$ cat config.mk
export PLATFORM = sky130hd
export DESIGN_NAME = ws2812_rx_flat
export DESIGN_NICKNAME = d
export VERILOG_FILES = /design/src/rtl/ws2812_rx_if.sv /design/src/rtl/ws2812_rx.sv /design/src/flat_wrapper.sv
export SDC_FILE = /design/constraint.sdc
export NUM_CORES = 1
export LEC_CHECK = 0
export ABC_AREA = 0
export BUFFER_PORTS_ARGS = -buffer_cell sky130_fd_sc_hd__buf_2
export CORE_MARGIN = 10
export CORE_UTILIZATION = 55
export CTS_CLUSTER_SIZE = 28
export DETAILED_ROUTE_END_ITERATION = 10
export GPL_TIMING_DRIVEN = 0
export HOLD_SLACK_MARGIN = 0.12
export PLACE_DENSITY = 0.74
export SLEW_MARGIN = 20
export SYNTH_ARGS = -nofsm -noshare
export SYNTH_HDL_FRONTEND = slang
export SYNTH_SLANG_ARGS = --single-unit
export TNS_END_PERCENT = 10
$ cat constraint.sdc
create_clock -name hwclk -period 2.8 [get_ports hwclk]
set_input_delay 0.42 -clock hwclk [delete_from_list [all_inputs] [get_ports hwclk]]
set_output_delay 0.42 -clock hwclk [all_outputs]
set_load 0.1 [all_outputs]
$ cat src/rtl/ws2812_rx_if.sv
// ws2812_rx_if: serial input and decoded pixel/frame strobes of the WS2812 receiver
interface ws2812_rx_if;
  logic        din;
  logic [23:0] px_data;
  logic        px_valid;
  logic [7:0]  px_num;
  logic        frame_done;
  logic        bit_err;
  logic        busy;
  modport master (input din, output px_data, px_valid, px_num, frame_done, bit_err, busy);
  modport slave (output din, input px_data, px_valid, px_num, frame_done, bit_err, busy);
endinterface

$ cat src/rtl/ws2812_rx.sv
// ws2812_rx: decodes a WS2812 single-wire stream into 24-bit pixels with frame/latch detection
module ws2812_rx #(
  parameter int unsigned BIT1_MIN     = 7,
  parameter int unsigned GLITCH_MAX   = 1,
  parameter int unsigned HIGH_MAX     = 24,
  parameter int unsigned LATCH_CYCLES = 600
) (
  input logic         hwclk,
  input logic         reset_n,
  ws2812_rx_if.master rx
);
  typedef enum logic [1:0] {SYNC, IDLE, HIGH, LOW} state_t;
  state_t      state;
  logic        s1, s2, s3, from_low;
  logic [7:0]  hcnt, pcnt;
  logic [15:0] lcnt;
  logic [4:0]  bit_cnt;
  logic [22:0] sr;
  logic        rise, fall, b;
  assign rise    = s2 & ~s3;
  assign fall    = ~s2 & s3;
  assign b       = hcnt >= 8'(BIT1_MIN);
  assign rx.busy = state != IDLE;
  always_ff @(posedge hwclk or negedge reset_n)
    if (!reset_n) begin
      {s1, s2, s3}  <= 3'b000;
      state         <= SYNC;
      from_low      <= 1'b0;
      hcnt          <= '0;
      pcnt          <= '0;
      lcnt          <= '0;
      bit_cnt       <= '0;
      sr            <= '0;
      rx.px_data    <= '0;
      rx.px_valid   <= 1'b0;
      rx.px_num     <= '0;
      rx.frame_done <= 1'b0;
      rx.bit_err    <= 1'b0;
    end else begin
      {s1, s2, s3}  <= {rx.din, s1, s2};
      rx.px_valid   <= 1'b0;
      rx.frame_done <= 1'b0;
      rx.bit_err    <= 1'b0;
      case (state)
        SYNC:
          if (s2) lcnt <= '0;
          else if (lcnt == 16'(LATCH_CYCLES)) begin
            state   <= IDLE;
            bit_cnt <= '0;
            pcnt    <= '0;
          end else lcnt <= lcnt + 16'd1;
        IDLE:
          if (rise) begin
            state    <= HIGH;
            hcnt     <= 8'd1;
            from_low <= 1'b0;
          end
        HIGH:
          if (hcnt > 8'(HIGH_MAX)) begin
            rx.bit_err <= 1'b1;
            state      <= SYNC;
            lcnt       <= '0;
          end else if (fall) begin
            // short pulses are noise: resume the interrupted low state, lcnt untouched
            if (hcnt <= 8'(GLITCH_MAX)) state <= from_low ? LOW : IDLE;
            else begin
              sr    <= {sr[21:0], b};
              lcnt  <= '0;
              state <= LOW;
              if (bit_cnt == 5'd23) begin
                rx.px_data  <= {sr, b};
                rx.px_valid <= 1'b1;
                rx.px_num   <= pcnt;
                pcnt        <= pcnt + 8'(pcnt != 8'hff);
                bit_cnt     <= '0;
              end else bit_cnt <= bit_cnt + 5'd1;
            end
          end else hcnt <= hcnt + 8'(hcnt != 8'hff);
        LOW:
          if (rise) begin
            state    <= HIGH;
            hcnt     <= 8'd1;
            from_low <= 1'b1;
          end else if (lcnt == 16'(LATCH_CYCLES)) begin
            rx.frame_done <= 1'b1;
            rx.bit_err    <= bit_cnt != 5'd0;
            state         <= IDLE;
            bit_cnt       <= '0;
            pcnt          <= '0;
          end else lcnt <= lcnt + 16'd1;
        default: state <= SYNC;
      endcase
    end
endmodule
$ cat src/flat_wrapper.sv
// flat-port wrapper written by rule: the top's interface ports become plain ports
module ws2812_rx_flat 
#(
  parameter int unsigned BIT1_MIN     = 7,
  parameter int unsigned GLITCH_MAX   = 1,
  parameter int unsigned HIGH_MAX     = 24,
  parameter int unsigned LATCH_CYCLES = 600
)
  (hwclk, reset_n, rx_din, rx_px_data, rx_px_valid, rx_px_num, rx_frame_done, rx_bit_err, rx_busy);
  ws2812_rx_if rx_i ();
  input logic hwclk;
  input logic reset_n;
  input wire logic [$bits(rx_i.din)-1:0] rx_din;
  output wire logic [$bits(rx_i.px_data)-1:0] rx_px_data;
  output wire logic [$bits(rx_i.px_valid)-1:0] rx_px_valid;
  output wire logic [$bits(rx_i.px_num)-1:0] rx_px_num;
  output wire logic [$bits(rx_i.frame_done)-1:0] rx_frame_done;
  output wire logic [$bits(rx_i.bit_err)-1:0] rx_bit_err;
  output wire logic [$bits(rx_i.busy)-1:0] rx_busy;
  assign rx_i.din = rx_din;
  assign rx_px_data = rx_i.px_data;
  assign rx_px_valid = rx_i.px_valid;
  assign rx_px_num = rx_i.px_num;
  assign rx_frame_done = rx_i.frame_done;
  assign rx_bit_err = rx_i.bit_err;
  assign rx_busy = rx_i.busy;
  ws2812_rx #(.BIT1_MIN(BIT1_MIN), .GLITCH_MAX(GLITCH_MAX), .HIGH_MAX(HIGH_MAX), .LATCH_CYCLES(LATCH_CYCLES)) u_core (.hwclk(hwclk), .reset_n(reset_n), .rx(rx_i));
endmodule
==> summary.md <==
| Metric | Value |
|---|---|
| Critical path class | `flip-flop to flip-flop` |
| Setup Viol. Count Final | `0` |
| Inst Count DP | `approximately 530` |
| Psw | `587 uW` |
| Worst-margin pin slew | `0.605 ns` |
| Setup TNS | `0 ns` |
| Most common cell after layout, fill and taps aside | `dfrtp_1` |
| DRC | `0` |
| Sw Share | `0.243` |
| Power per standard cell area | `462 nW/um^2` |
| Port bufs | `38` |
| Internal cell power | `between 1500 and 2000 uW` |
| Sequential fraction of the synthesis area | `0.541` |
| Initial cell density of the core | `0.565` |
| Proportion of power drawn by combinational gates | `0.028` |
| Skew final | `0.00972 ns` |
| Met3 Use GR | `0.0399` |
| Final Max Slew Viols | `0` |
| Layout cell share with drive strength beyond 1 | `0.301` |
| Final worst-path cycle share | `0.882` |
| CP max-delay cell | `dfrtp_1` |
| Max stage delay on crit path | `roughly 0.5 ns` |
| Async SR Flop Fraction | `1.00` |
| Hold Buf Count CTS | `1` |
| Vias | `3156` |
| Area after DPL | `around 5000 um^2` |
| Dpl ws | `between 0.3 and 0.4 ns` |
| Post-synth top flop | `dfrtp_1` |
| Routed wire length | `8630 um` |
| Syn nets | `394` |
| Post-CTS sizing | `0` |
| Fin cells | `about 540` |
| Avg Inst Size Synth | `around 12 um^2` |
| Met1 usage | `0.194` |
| Peak supply drop | `0.300 mV` |
| Rows | `33` |
| Via density per instance | `5.80` |
| CTS Sinks | `101` |
| Die height | `roughly 110 um` |
| Max-cap check violation count | `0` |
| DPL Wire Length | `6090 um` |
| Critical Path Sink Type | `flip-flop` |
| Cts bufs inserted | `9` |
| Warnings from Yosys | `0` |
| Initial antenna violation count | `0` |
| Register-to-register setup slack | `0.33 ns` |
| Tmin final | `2.47 ns` |
| Root Buffer | `clkbuf_8` |
| Area Overhead vs Synth | `11.9%` |
| Syn Inst Count | `383` |
| Hold Slack | `~0.16 ns` |
| Max Fclk | `0.405 GHz` |
| Worst slew margin | `0.594` |
| N_diodes | `0` |
| Insertion delay to the later sink of the worst-skew pair | `0.37 ns` |
| Crit path cell chain | `o311ai_4 > nand3_2 > nor3_4 > buf_2 > mux2_2` |
| DIE WIDTH | `112 um` |
| Seq cells post-synth | `101` |
| PnR worst setup slack | `0.332 ns` |
| Final Instance Area | `5230 um^2` |
| Gr usage total | `0.143` |
| Yosys cell types | `62` |
| Boundary Pins | `39` |
| Layout Nets | `445` |
| Worst setup SP type | `flip-flop` |
| Top cells by area, synth | `dfrtp_1 (54%), mux2_2 (12%), ha_1 (2.1%), o31ai_1 (2.1%), nand2_1 (1.7%)` |
| Synth area leader | `dfrtp_1` |
| Hold Violations, Final | `0` |
| Vias in the first global route | `3184` |
| CTS clk-pin slew, worst paths | `around 0.10 ns` |
| GRT met2 Usage | `0.220` |
| Largest net degree at the start of global routing | `83` |
| Mean routed wirelength per cell | `around 16 um` |
| Arrival @ worst endpoint | `approximately 2.7 ns` |
| CTS tree | `built` |
| Post-synth EDFFs | `0` |
| TritonRoute pass-1 iters | `5` |
| Max FO, Critical Path | `10` |
| WP data required | `approximately 3.1 ns` |
| LEAKAGE | `0.00254 uW` |
| Result of the run | `finished, final reports clean` |
| Placer congestion estimate | `0.803` |
| Post-CTS setup buffer count | `0` |
| Full die area | `12600 um^2` |
| Synthesized cell area | `4670 um^2` |
| GR Overflow Total | `0` |
| Core Area | `8260 um^2` |
| First-pass GRT wire length | `15400 um` |
| Sequential share of power | `0.609` |
| Most frequent cells in the layout | `dfrtp_1 (101), mux2_2 (51), buf_2 (45)` |
| Clock Power Share | `0.363` |
| Min-Delay Path Class | `input pin to flip-flop` |
| Unrepaired setup endpoints after global routing | `false` |
| 1st-iter DRT viols | `161` |
| Longest Clk Path Bufs | `2` |
| Share of the synthesized area in the top cell type | `0.541` |
| Top Usage Layer GRT | `met2` |
| Detail Route Antenna Nets | `0` |
| CTS H-tree lvls | `3` |
[synthesized netlist by cell type, types with 2 or more instances]
| master | n |
|---|---|
| and3_1 | 6 |
| a31o_2 | 2 |
| nand3b_1 | 2 |
| a31oi_1 | 5 |
| mux2_2 | 51 |
| nor3_4 | 2 |
| nand3_1 | 8 |
| o311ai_0 | 2 |
| a21o_1 | 4 |
| and2_1 | 6 |
| or4_1 | 8 |
| or3_1 | 7 |
| buf_2 | 8 |
| ha_1 | 8 |
| clkbuf_1 | 4 |
| nand2_1 | 21 |
| o21ai_0 | 9 |
| a21oi_1 | 15 |
| mux2i_1 | 2 |
| a32o_1 | 2 |
| nand2b_1 | 5 |
| nor4_1 | 3 |
| o41ai_1 | 2 |
| nor3_1 | 4 |
| nor2b_1 | 3 |
| mux2_1 | 2 |
| nor4b_1 | 2 |
| inv_1 | 9 |
| o21a_1 | 3 |
| nand4_1 | 7 |
| dfrtp_1 | 101 |
| o31ai_1 | 13 |
| buf_4 | 2 |
| xnor2_1 | 6 |
| nor2_1 | 21 |
| o311ai_4 | 2 |
[stage by stage]
stage               total power [uW]  utilization
floorplan                       1520            -
global placement                1560        0.604
detailed placement              1570        0.608
CTS                             2450        0.633
global route                    2520        0.633
finish                          2410        0.633
[state kept, by name, indices dropped and copies added, names as in the netlist, 2 cells and up]
signal and cells:
u_core.state 2, u_core.sr 23, u_core.bit_cnt 5, u_core.rx.px_data 24
u_core.hcnt 8, u_core.lcnt 16, u_core.rx.px_num 8, u_core.pcnt 8
[logic make-up (layout without fill, tap and decap cells)]
logic type,Yosys count,after routing,synth area share
and+or+nand+nor,115,115,0.144
DFF,101,101,0.541
adders and majority gates,8,8,0.0214
xor gates and xnor gates,7,7,0.0131
AOI/OAI and AO/OA,73,73,0.123
muxes,55,55,0.132
buffers and inverters,24,80,0.0247
[layer usage]
layer | vias up | part of all wire
li1 | 1519 | -
met1 | 1580 | 0.48
met2 | 52 | 0.46
met3 | 5 | 0.045
met4 | 0 | 0.0085
met5 | - | 0
[worst max-delay path: cells and delay by family (launching register included)]
family                 cells  cell delay (ns)
AOI/OAI and AO/OA          1             0.50
DFF                        1             0.51
buffers and inverters      1             0.35
muxes                      1             0.37
and+or+nand+nor            2             0.62
[cell type report]
type                    count  area [um^2]
repair buffers             40          234
well taps                 105          131
inverters                   9         33.8
fillers                   693         3030
clock inverters             7         67.6
flip-flops and latches    101         2530
clock buffers               9          124
multi-input cells         258         2030
plain buffers              15         81.3
[final timing paths]
path                                start              endpoint  depth (start not counted)
setup / recovery           u_core.hcnt[1]   u_core.rx.px_num[0]                          5
hold / removal                     rx_din             u_core.s1                          1
setup reg to reg           u_core.hcnt[1]   u_core.rx.px_num[0]                          5
hold reg to reg                 u_core.s1             u_core.s2                          0
max in group asynchronous         reset_n  u_core.rx.px_data[0]                          3
min in group asynchronous         reset_n       u_core.lcnt[13]                          2
[power by group through the flow]
stage | logic (uW) | registers, uW | clock network (uW)
finish | 67.4 | 1470 | 876
global route | 77.8 | 1470 | 973
CTS | 70.2 | 1470 | 910
detailed placement | 69.2 | 1500 | 0
global placement | 61.5 | 1500 | 0
floorplan | 25.5 | 1500 | 0
No activity file was read; power rests on OpenSTA's default activity.
